### src/rtl/custom_fifo_uart_rx_valid_ready.sv
// -----------------------------------------------------------------------------
// custom_fifo_uart_rx_valid_ready
//
// Receive-side packer for the UART path. WIDTH-bit words arrive one at a time
// over a valid/ready stream. Each group of DEPTH consecutive words is assembled
// into one packed block. The block is then offered downstream over a second
// valid/ready handshake. Element 0 of a block is the first word received.
//
// The design has two stages:
//   - fill stage   : word buffer, write pointer, and a fill_full flag. The flag
//                    is set when a completed block is parked because the
//                    output stage is still occupied.
//   - output stage : block register driving down_data, plus down_valid.
// One finished block can wait in the output stage while the next block fills.
//
// Ports:
//   clk        in   single clock, rising edge
//   rst        in   synchronous reset, active-high
//   up_valid   in   upstream word valid
//   up_ready   out  packer can accept a word this cycle (registered state only)
//   up_data    in   upstream word, WIDTH bits
//   down_valid out  a complete block is held on down_data
//   down_ready in   consumer accepts the block this cycle
//   down_data  out  packed block, element k = k-th word received
// -----------------------------------------------------------------------------
module custom_fifo_uart_rx_valid_ready #(
    parameter int WIDTH = 8,
    parameter int DEPTH = 4
) (
    input  logic                        clk,
    input  logic                        rst,
    input  logic                        up_valid,
    output logic                        up_ready,
    input  logic [WIDTH-1:0]            up_data,
    output logic                        down_valid,
    input  logic                        down_ready,
    output logic [DEPTH-1:0][WIDTH-1:0] down_data
);

    localparam int               PTR_W    = (DEPTH > 1) ? $clog2(DEPTH) : 1;
    localparam logic [PTR_W-1:0] LAST_PTR = PTR_W'(DEPTH - 1);

    logic [DEPTH-1:0][WIDTH-1:0] fill_q, fill_d;
    logic [PTR_W-1:0]            wr_ptr_q, wr_ptr_d;
    logic                        fill_full_q, fill_full_d;
    logic [DEPTH-1:0][WIDTH-1:0] out_q, out_d;
    logic                        down_valid_q, down_valid_d;

    logic                        up_fire;
    logic                        down_fire;
    logic                        out_free;
    logic                        is_last;
    logic [DEPTH-1:0][WIDTH-1:0] block;

    // up_ready depends on registered state only, so there is no combinational
    // path from up_valid or down_ready.
    assign up_ready   = ~fill_full_q;
    assign down_valid = down_valid_q;
    assign down_data  = out_q;

    assign up_fire   = up_valid & up_ready;
    assign down_fire = down_valid_q & down_ready;
    assign out_free  = ~down_valid_q | down_ready;
    assign is_last   = (wr_ptr_q == LAST_PTR);

    always_comb begin
        // NOTE: every combinational output gets a default first, so no path
        // leaves a variable unassigned and no latch is inferred.
        fill_d       = fill_q;
        wr_ptr_d     = wr_ptr_q;
        fill_full_d  = fill_full_q;
        out_d        = out_q;
        down_valid_d = down_valid_q;

        // The block as it would look with the incoming word as the last element.
        block            = fill_q;
        block[DEPTH-1]   = up_data;

        // A consumed block empties the output stage. A load later in this
        // block overrides this, so back-to-back blocks have no bubble.
        if (down_fire) begin
            down_valid_d = 1'b0;
        end

        if (fill_full_q && out_free) begin
            // A parked block moves to the output stage. up_ready is low in
            // this state, so no word can arrive in the same cycle.
            out_d        = fill_q;
            down_valid_d = 1'b1;
            fill_full_d  = 1'b0;
        end else if (up_fire) begin
            if (is_last) begin
                wr_ptr_d = '0;
                if (out_free) begin
                    out_d        = block;
                    down_valid_d = 1'b1;
                end else begin
                    fill_d      = block;
                    fill_full_d = 1'b1;
                end
            end else begin
                for (int k = 0; k < DEPTH; k++) begin
                    if (wr_ptr_q == PTR_W'(k)) begin
                        fill_d[k] = up_data;
                    end
                end
                wr_ptr_d = wr_ptr_q + PTR_W'(1);
            end
        end
    end

    // NOTE: sequential state is updated with non-blocking assignments, so all
    // registers sample their inputs at the same edge.
    always_ff @(posedge clk) begin
        if (rst) begin
            wr_ptr_q     <= '0;
            fill_full_q  <= 1'b0;
            down_valid_q <= 1'b0;
            // NOTE: both block storages are cleared on reset. This gives a
            // known down_data after reset and discards any partial block.
            fill_q       <= '0;
            out_q        <= '0;
        end else begin
            wr_ptr_q     <= wr_ptr_d;
            fill_full_q  <= fill_full_d;
            down_valid_q <= down_valid_d;
            fill_q       <= fill_d;
            out_q        <= out_d;
        end
    end

endmodule
### config.mk
export PLATFORM = sky130hd
export DESIGN_NAME = custom_fifo_uart_rx_valid_ready
export DESIGN_NICKNAME = d
export VERILOG_FILES = /design/src/rtl/custom_fifo_uart_rx_valid_ready.sv
export SDC_FILE = /design/constraint.sdc
export NUM_CORES = 1
export LEC_CHECK = 0
export ABC_AREA = 1
export CORE_MARGIN = 2
export CORE_UTILIZATION = 40
export CTS_BUF_LIST = sky130_fd_sc_hd__clkbuf_4 sky130_fd_sc_hd__clkbuf_8
export DETAILED_ROUTE_END_ITERATION = 12
export GPL_ROUTABILITY_DRIVEN = 0
export HOLD_SLACK_MARGIN = 0.08
export SLEW_MARGIN = 40
export SYNTH_ARGS = -nofsm -noshare
export SYNTH_HDL_FRONTEND = slang
export SYNTH_SLANG_ARGS = --single-unit
### constraint.sdc
create_clock -name clk -period 1.8 [get_ports clk]
set_input_delay 0.36 -clock clk [delete_from_list [all_inputs] [get_ports clk]]
set_output_delay 0.36 -clock clk [all_outputs]
set_load 0.1 [all_outputs]
-- Yosys cells after proc, flatten, opt, wreduce, memory -nomap -nowiden
Cells that the tools add are included.
- register bits after elaboration: 68
- input port bits: 12
- logic and storage cells: 50
- add/subtract/negate cells: 1
- eq/ne operators: 3
- mux-type cells: 14
- bitwise logic cells: 8
- reductions and logical operators: 13
- operators by type and width (cell ; count):
    $mux 32 ; 4
    $mux 24 ; 1
    $mux 8 ; 3
    $reduce_and 4->1 ; 4
    $reduce_and 3->1 ; 2
    $reduce_bool 2->1 ; 3
    $mux 1 ; 5
    $not 1->1 ; 5
    $eq 2x2->1 const B ; 2
    $add 2x1->2 const B ; 1
    $and 1x1->1 ; 2
    $eq 2x1->1 const B ; 1
    $logic_not 2->1 ; 1
    $mux 2 ; 1
    $reduce_and 2->1 ; 1
    $reduce_or 2->1 ; 1
    $logic_and 1x1->1 ; 1
    $or 1x1->1 ; 1

-- Logic depth before layout (Yosys ltp)
- word-level depth: 6
- mapped depth: 8

-- Worst setup path before layout
OpenSTA, ideal clock, no wires.
- path kind: flip-flop to flip-flop
- start: register down_valid_q, in the netlist down_valid
- end: register out_q (netlist bit down_data[11])
- setup time: 0.117 ns
- arrival time: 1.792 ns
- data required time: 1.683 ns
- setup slack: -0.109 ns
- stages on the path, launching flop included: 7
- cells stage by stage: dfxtp_1 -> nand2_1 -> nand2_2 -> inv_2 -> buf_4 -> nor2_1 -> nor2_1
- longest elaborated chain between the ends: 5
- RTL lines (item ; line ; text):
    start: declaration ; 47 ; logic down_valid_q, down_valid_d;
    start signal: assignment ; 126 ; down_valid_q <= down_valid_d;
    $not 1->1 (*) ; 63 ; assign out_free = ~down_valid_q | down_ready;
    $or 1x1->1 (*) ; 63 ;
    $logic_and 1x1->1 ; 85 ; if (fill_full_q && out_free) begin
    $reduce_bool 2->1 (no line) ; - ;
    $reduce_and 3->1 (no line) ; - ;
    end signal: assignment ; 128 ; out_q <= out_d;
    end: declaration ; 46 ; logic [DEPTH-1:0][WIDTH-1:0] out_q, out_d;
Every way passes the cells marked *; elsewhere a longest branch is shown, timed or not.
A chain may end at the register's enable or synchronous reset.

-- Final worst setup path
- start: register wr_ptr_q[0]
- end: register out_q (netlist bit down_data[11])
- longest elaborated chain between the ends: 3
- RTL lines (item ; line ; text):
    start: declaration ; 44 ; logic [PTR_W-1:0] wr_ptr_q, wr_ptr_d;
    start signal: assignment ; 124 ; wr_ptr_q <= wr_ptr_d;
    $eq 2x2->1 ; 64 ; assign is_last = (wr_ptr_q == LAST_PTR);
    $reduce_bool 2->1 (no line) ; - ;
    $reduce_and 3->1 (no line) ; - ;
Every way passes these cells.

==> results.ini <==
[outcome]
status=complete, no violations

[logic_synthesis]
post_synth_instance_area_um2=2784
synth.yosys.warnings=0
async_flop_share_pct=0
netlist_top_cells_count=sky130_fd_sc_hd__nor2_1 (113), sky130_fd_sc_hd__nand2_1 (101), sky130_fd_sc_hd__dfxtp_1 (68), sky130_fd_sc_hd__inv_1 (45), sky130_fd_sc_hd__o21ai_0 (22)
synthTopCellsByArea=sky130_fd_sc_hd__dfxtp_1 (49%), sky130_fd_sc_hd__nor2_1 (15%), sky130_fd_sc_hd__nand2_1 (14%), sky130_fd_sc_hd__inv_1 (6.1%), sky130_fd_sc_hd__o21ai_0 (4.0%)
synthFlopType=sky130_fd_sc_hd__dfxtp_1
syn-mean-instance-area_um2=6.891
yosys.area.top_type=sky130_fd_sc_hd__dfxtp_1
synth_most_common_cell=sky130_fd_sc_hd__nor2_1
post_synthesis_sequential_area_ratio_pct=48.90
number_of_storage_elements_in_the_synthesis_netlist=68
number_of_enable_type_register_cells_in_the_synthesized_netlist=0
yosys.area.top_type_share_pct=48.90
netlist-cell-type-count=20
syn_inst=404
syn-num-nets=421

[floorplan]
starting_density_pct=41.20
die_area_um2=7643
io-pin-count=46
floorplan.rows=30
die_height_um=87.43
die-width_um=87.43
placeableCoreArea_um2=6756

[clock_network]
cts.htree.levels=3
cts-hold-fix-buffers=0
post_cts_buffers=0
cts.sinks=68
clock_path_buffers=2
clock_latency_ns=0.33
ctsResizeCount=0
clk_transition_reported_paths_ns=0.07
cts_buffer_count=9
cts.root.buffer_cell=sky130_fd_sc_hd__clkbuf_8
cts_tree=built

[sta]
finalMaxSlewViolations=0
post_route_minimum_period_ns=1.474
report.final.setup_viol=0
relSlewSlack_pct=76.67
finalHoldViolations=0
worst_slew_pin_slew_ns=0.3491
period_share_pct=81.86
fin_tns_setup_ns=0
clock_skew_ns=0.009584
max_freq_mhz=678.6
rsz_0062_raised_after_global_routing=no

[route]
remaining_drc_errors=0
drt_iter0_markers=61
final_antenna_net_count=0
postRouteWirelength_um=5894
post_drt_via_cell_ratio=4.460
detail_route.first_pass.iterations=5
via_count=2395
wl_per_cell_um=10.98

[worst_hold_path]
worst_hold_path.num_cells=2
worstHoldEndpoint=fill_q[30]
worst_hold_path_type=reg2reg
holdCritStartpoint=fill_q[30]

[worst_setup_path]
critPathMaxFanout=9
max_stage_delay_ns=0.41
startpoint_type_of_the_worst_setup_path=register
reg2reg_to=down_data[11]
worst-r2r-cell-count=7
critical-path-slowest-cell=sky130_fd_sc_hd__dfxtp_1
crit_path_cell_trace=ha_1 -> nand2_1 -> nand2_1 -> nand2_2 -> buf_4 -> o21ai_0 -> nor2_1
critPathArrivalTime_ns=1.69
flop_to_flop_setup_slack_ns=0.33
crit_path_frequent_cell=sky130_fd_sc_hd__nand2_1
worstSetupStartpoint=wr_ptr_q[0]
endpoint_kind=register
worstSetupPathType=reg2reg
critPathRequiredTime_ns=2.02
critical_path.reg2reg.startpoint=wr_ptr_q[0]

[cells_and_area]
n_fill_cell=628
nets=470
drive_gt1_share_pct=15.97
insertedDiodeCount=0
regArea_um2=1363
final_util_pct=57.94
multiInputGateArea_um2=1151
syn2layout_area_growth_pct=40.63
design_area_um2=3915

[global_route]
maximum_number_of_pins_on_one_net_before_global_route_repair=67
first_global_vias=2294
antenna_found_initial=0
grtUsageTotal_pct=17.02
overflow=0
grt_first_pass_wirelength_um=10090

[run]
cap_violations=0

[pwr]
worst_ir_drop_vdd_mv=0.4950
final_power_w=0.003491
pwr_density_cell_nw_per_um2=891.6
p_leak_nw=1.835

[placed_design]
dpl_cell_area_um2=3701
detailed_place_hpwl_um=3976
io_buffer_count=45

stage by stage:
| step | setup slack (ns) | hold slack (ns) | cells |
|---|---|---|---|
| 6_report | 0.3265 | 0.4769 | 537 |
| 5_1_grt | 0.1473 | 0.5115 | 537 |
| 4_1_cts | 0.3067 | 0.4818 | 537 |
| 3_5_place_dp | 0.04913 | 0.4659 | 522 |
| 3_3_place_gp | 0.1079 | 0.4559 | 522 |
| 2_1_floorplan | 0.2774 | 0.4220 | 404 |
critical path: cells and delay by family (launching register included):
family | cells | cell delay (ns)
AOI/OAI and AO/OA | 1 | 0.20
adders and majority gates | 1 | 0.22
buffers and inverters | 1 | 0.20
DFF | 1 | 0.41
and+or+nand+nor | 4 | 0.35
cells in the final DEF (no fill, tap or decap):
master                              n
sky130_fd_sc_hd__nor2_1           113
sky130_fd_sc_hd__a21oi_1           10
sky130_fd_sc_hd__a31oi_1            1
sky130_fd_sc_hd__nand4_1            3
sky130_fd_sc_hd__clkdlybuf4s50_1   11
sky130_fd_sc_hd__inv_2              2
sky130_fd_sc_hd__or2_2              8
sky130_fd_sc_hd__buf_12            37
sky130_fd_sc_hd__o21ai_1            4
sky130_fd_sc_hd__bufinv_16          2
sky130_fd_sc_hd__clkbuf_8           9
sky130_fd_sc_hd__inv_1             45
sky130_fd_sc_hd__clkbuf_4           4
sky130_fd_sc_hd__dfxtp_1           67
sky130_fd_sc_hd__buf_4              8
sky130_fd_sc_hd__nand2_1          101
sky130_fd_sc_hd__nor2_4             1
sky130_fd_sc_hd__nand3_1            1
sky130_fd_sc_hd__nand2_2            1
sky130_fd_sc_hd__o21ai_0           22
sky130_fd_sc_hd__dfxtp_2            1
sky130_fd_sc_hd__nor3b_1            1
sky130_fd_sc_hd__ha_1               5
metal layers:
layer	wire, um	track usage [%]
met1	2794	20.82
met3	277	3.412
met5	0	0
met4	43	8.112
met2	2779	28.51
cells by family after synthesis:
group                    count (synthesis)  synth area share, %
adder cells (fa/ha/maj)                  5                2.247
buffers and inverters                   65                9.753
flip-flops                              68                48.90
AND/OR/NAND/NOR                        229                32.40
AO/OA/AOI/OAI                           37                6.697
report_power, final:
part,internal (W),total [W],switching (W),leakage [nW]
clock,0.000836,0.00136,0.000521,0.111
combinational,0.000189,0.000517,0.000328,1.17
sequential,0.00157,0.00162,0.0000452,0.553
total,0.00260,0.00349,0.000894,1.83
layout make-up:
type	count	share of cell area, %
clock buffer	13	3.931
clock inverter	2	1.534
inverter	47	4.506
multi-input combinational	271	29.40
sequential	68	34.80
tap	80	2.557
timing repair buffer	56	23.27
worst max path at each step:
stage                          endpoint
final                     down_data[11]
after global routing       down_data[0]
after CTS                 down_data[14]
after detailed placement  down_data[14]
after global placement       fill_q[24]
after floorplan           down_data[11]
sequential cells by signal, summed over array words and instances, names as in the netlist:
register     cells
down_data       32
block           24
fill_q           8
wr_ptr_q         2
down_valid       1
fill_full_q      1
No activity file was read; power rests on OpenSTA's default activity.
==> variant 1, RTL diff (config.mk and constraints unchanged) <==
`DEPTH`: 4 -> 8.
--- a/src/rtl/custom_fifo_uart_rx_valid_ready.sv
+++ b/src/rtl/custom_fifo_uart_rx_valid_ready.sv
@@ -26,5 +26,5 @@
 module custom_fifo_uart_rx_valid_ready #(
     parameter int WIDTH = 8,
-    parameter int DEPTH = 4
+    parameter int DEPTH = 8
 ) (
     input  logic                        clk,
Ports: changed (resized down_data); port bits go from 46 to 78. The function was not compared with the original's and may differ.
==> variant 1 against the unedited design <==
  * Sequential cell count is 65 higher
  * Largest cell class unchanged
  * Critical path depth is 1 higher
  * Final area is 89% higher
  * Routed wire length is 110% higher
  * Critical endpoint is now block[32]
  * First-iteration DRC count grew to 4.7 times the old value
  * Worst setup slack got worse by 230 ps
  * Synthesized area up 89%
  * Non-clock buffer count up 42
  * Total power up 77%
==> variant 1: results (changes against the unedited design) <==
STA
  • Slew @ Worst Pin: 441.1 ps (+91.95 ps)
  • Clock Skew: 10.28 ps (+0.7004 ps)

Yosys
  • Cell variety after synth: 22 (+10%)
  • Main area contributors after synthesis: dfxtp_1, nor2_1, nand2_1
  • Sequential area share after synthesis: 50.59% (+1.7 points)
  • Commonest cells post-synth: nor2_1, dfxtp_1, nand2_1, o21ai_0, nand4_1
  • Net Count, Synth: 734 (+74%)
  • Cells after synthesis: 715 (+77%)

Drt
  • First-pass iteration count of the detailed router: 4 (-1)
  • Vias: 4704 (+96%)
  • Final wirelength: 12450 um (+110%)
  • Initial DRC count: 287 (+370%)

Layout
  • Post-route insts no fill: 977 (+82%)
  • Largest register FFs: 64 (+100%)
  • Share of cells above drive strength 1: 17.89% (+1.9 points)

Clocking
  • CTS buffer count: 17 (+8)
  • Worst-skew pair later-pin latency: 450 ps (+120 ps)
  • CTS H-tree lvls: 4 (+1)

Global route
  • GRT Util Overall: 18.42% (+1.4 points)
  • First-pass GRT wire length: 20960 um (+110%)
  • Vias in the first global route: 4460 (+94%)
  • Pin count of the biggest net entering global routing: 75 (+12%)

Setup path
  • Critical path arrival: 2080 ps (+390 ps)
  • Crit path max fanout: 8 (-1)

Hold path
  • HP Start: block[47]

Power
  • Static Leak: 0.003038 uW (+66%)
  • Internal Power: 4666 uW (+80%)
  • VDD IR max: 0.4482 mV (-9.5%)

Place
  • Pre-CTS setup slack: -103.3 ps (-152.5 ps)
  • Dpl hpwl: 8519 um (+110%)
  • DP Cell Count: 945 (+81%)
  • I/O Buffers: 77 (+71%)

Run status
  • Status: finished, final reports clean
variant 1: worst paths after layout:
path               end  slack [ps]  cells after the start
max          block[32]         100                      8
max reg2reg  block[32]         100                      8
min          block[47]         480                      2
min reg2reg  block[47]         480                      2
variant 1: kinds of logic after synthesis:
family,after synthesis,share of synthesized area (%)
AOI/OAI and AO/OA,88,8.464
adders and majority gates,7,1.664
DFF,133,50.59
and+or+nand+nor,408,33.14
buffers and inverters,79,6.134
variant 1: final cells by class:
cell class / instances / area share (%)
multi-input combinational: 503 / 30.92
timing repair buffer: 98 / 22.77
clock buffer: 22 / 3.747
clock inverter: 10 / 1.755
inverter: 39 / 1.975
tap: 172 / 2.903
sequential: 133 / 35.93
variant 1: through the flow:
stage                     cell area (um2)  setup TNS, ps
after CTS                            7387              0
after global routing                 7413         -63.45
after detailed placement             6979          -1205
after floorplan                      5264              0
final                                7413              0
after global placement               6979         -75.90
variant 1: critical path: stages, from the launching register on:
cell	delay, ps
dfxtp_1	340
ha_2	220
ha_1	200
inv_1	180
nand2_2	160
buf_12	170
nor2_4	170
nor2_1	80
nor2_1	110
variant 1: power by group through the flow:
| stage | clock, uW | combinational [uW] | sequential, uW |
|---|---|---|---|
| floorplan | 0 | 277 | 3190 |
| global placement | 0 | 523 | 3130 |
| detailed placement | 0 | 535 | 3130 |
| CTS | 2630 | 538 | 3060 |
| global route | 2740 | 595 | 3070 |
| finish | 2570 | 539 | 3060 |
variant 1: timing repair:
action / CTS / global route
gates resized for setup: 0 / 9
hold buffers: 0 / 0
endpoints found under the setup margin: 0 / 56
variant 1: routing by layer:
layer	part of all wire, %	track usage (%)	vias up	routed length, um
li1	-	-	2445	-
met1	47	22.55	2098	5818
met5	0	0	-	0
met2	45	30.03	128	5631
met4	3.5	9.821	0	440
met3	4.5	4.199	33	555
==> variant 2, RTL diff (config.mk and constraints unchanged) <==
Without the edit above. Reset style: asynchronous (`rst`), changed in one clocked block. Comments in the files are not updated.
--- a/src/rtl/custom_fifo_uart_rx_valid_ready.sv
+++ b/src/rtl/custom_fifo_uart_rx_valid_ready.sv
@@ -112,5 +112,5 @@
     // NOTE: sequential state is updated with non-blocking assignments, so all
     // registers sample their inputs at the same edge.
-    always_ff @(posedge clk) begin
+    always_ff @(posedge clk or posedge rst) begin
         if (rst) begin
             wr_ptr_q     <= '0;
Formal check against the unedited RTL: differs if rst is asserted again (counterexample within 10 cycles, from zero or initial values and one cycle with rst high); with rst held inactive, the same outputs for 10 cycles.
==> variant 2 against the unedited design <==
  * Die area is 1.4% lower
  * Worst setup slack worse by 100 ps
  * Cell count down 18%
  * Routed wire length decreased by 3.9%
  * Synthesized area shrank 1.4%
  * Via count is 12% lower
  * Count of clock-buffer cells in the layout is 1 lower
  * Clock skew shrank 7.4 ps
  * Final area decreased by 1.3%
  * Sequential cell count unchanged
  * First-iteration DRC count increased by 100%
  * Largest cell class unchanged
Power is left out: the tool's default activity adds up to more than one toggle a clock period on the data nets, which glitch-free logic cannot reach.
==> variant 2: results (changes against the unedited design) <==
Run status
  • Status: finished, final reports clean

Drt
  • Met3 WL: 332 um (+20%)
  • Initial DRC count: 125 (+100%)
  • Vias: 2109 (-12%)
  • First-pass iteration count of the detailed router: 4 (-1)
  • Via density: 4.804 (+7.7%)
  • DRT met1 WL: 2554 um (-8.6%)
  • Avg WL per Cell: 12.91 um (+18%)
  • Met2 WL: 2715 um (-2.3%)
  • Post-DRT Antenna Nets: 0 (unchanged)

Yosys
  • Cell variety after synth: 14 (-30%)
  • Commonest cells post-synth: nand2_1, dfrtp_1, o21ai_0, nand3_1, nor2_1
  • Sequential area share after synthesis: 62.02% (+13 points)
  • Synth Area in Compound Gates: 6.202% (-0.50 points)
  • Post-Synth Adder-Cell Area: 1.824% (-0.42 points)
  • Top FF cell, synth: dfrtp_1
  • Cells after synthesis: 304 (-25%)
  • Main area contributors after synthesis: dfrtp_1, nand2_1, o21ai_0
  • Asr flop ratio synth: 100.0% (+100 points)
  • Mux cell area share after synthesis: 0% (unchanged)
  • Net Count, Synth: 320 (-24%)

Setup path
  • R2R cell count: 8 (+1)
  • Reg2reg end: down_data[24]
  • Critical path arrival: 1220 ps (-470 ps)
  • Family with the most delay on the worst path: buffers and inverters
  • Crit path max fanout: 13 (+4)
  • R2R Path Start: wr_ptr_q[0]
  • Slowest library cell on the worst path: dfrtp_1
  • Flop2flop setup slack: 400 ps (+70 ps)

Global route
  • Met3 Usage GRT: 4.000% (+0.59 points)
  • Pin count of the biggest net entering global routing: 27 (-60%)
  • GRT Util Overall: 17.22% (+0.19 points)
  • Vias in the first global route: 1925 (-16%)
  • First-pass GRT wire length: 9839 um (-2.5%)
  • GR Layer Usage met1: 24.74% (+3.9 points)
  • Grt met2 use: 25.47% (-3.0 points)

Place
  • Dpl hpwl: 3964 um (-0.30%)
  • Placed cell area: 3669 um2 (-0.88%)
  • DP Cell Count: 425 (-19%)
  • Pre-CTS setup slack: 86.85 ps (+37.73 ps)

Clocking
  • CTS buffer count: 9 (unchanged)
  • CTS root buf: clkbuf_8
  • CTS H-tree lvls: 3 (unchanged)

Hold path
  • Min-delay worst type: input pin to asynchronous set/reset pin

Layout
  • Fin nets: 372 (-21%)
  • Share of cells above drive strength 1: 17.27% (+1.3 points)

STA
  • Clock Skew: 2.177 ps (-7.408 ps)
  • Slew @ Worst Pin: 465.2 ps (+116.1 ps)
  • Hold slack: 392.6 ps (-84.38 ps)
  • Crit share post-route: 87.61% (+5.7 points)
variant 2: changes by cell type in the layout (fill, tap and decap cells not counted), sizes merged, moves of 18 or more:
cell   change
dfrtp     +68
dfxtp     -68
inv       -31
nand2     +18
nand3     +24
nor2      -95
variant 2: worst max path at each step:
stage / startpoint / endpoint / cells after the start
2_1_floorplan: down_valid / down_data[24] / 6
3_3_place_gp: down_ready / fill_q[27] / 6
3_5_place_dp: down_ready / fill_q[25] / 6
4_1_cts: fill_full_q / up_ready / 2
5_1_grt: fill_full_q / up_ready / 2
6_report: fill_full_q / up_ready / 2
variant 2: cell type report:
type	count	area [um2]
Fill cell	582	2856
Sequential cell	68	1702
Timing Repair Buffer	55	903.4
Multi-Input combinational cell	205	895.9
Clock buffer	12	158.9
Tap cell	80	100.1
Inverter	17	67.56
Clock inverter	2	35.03
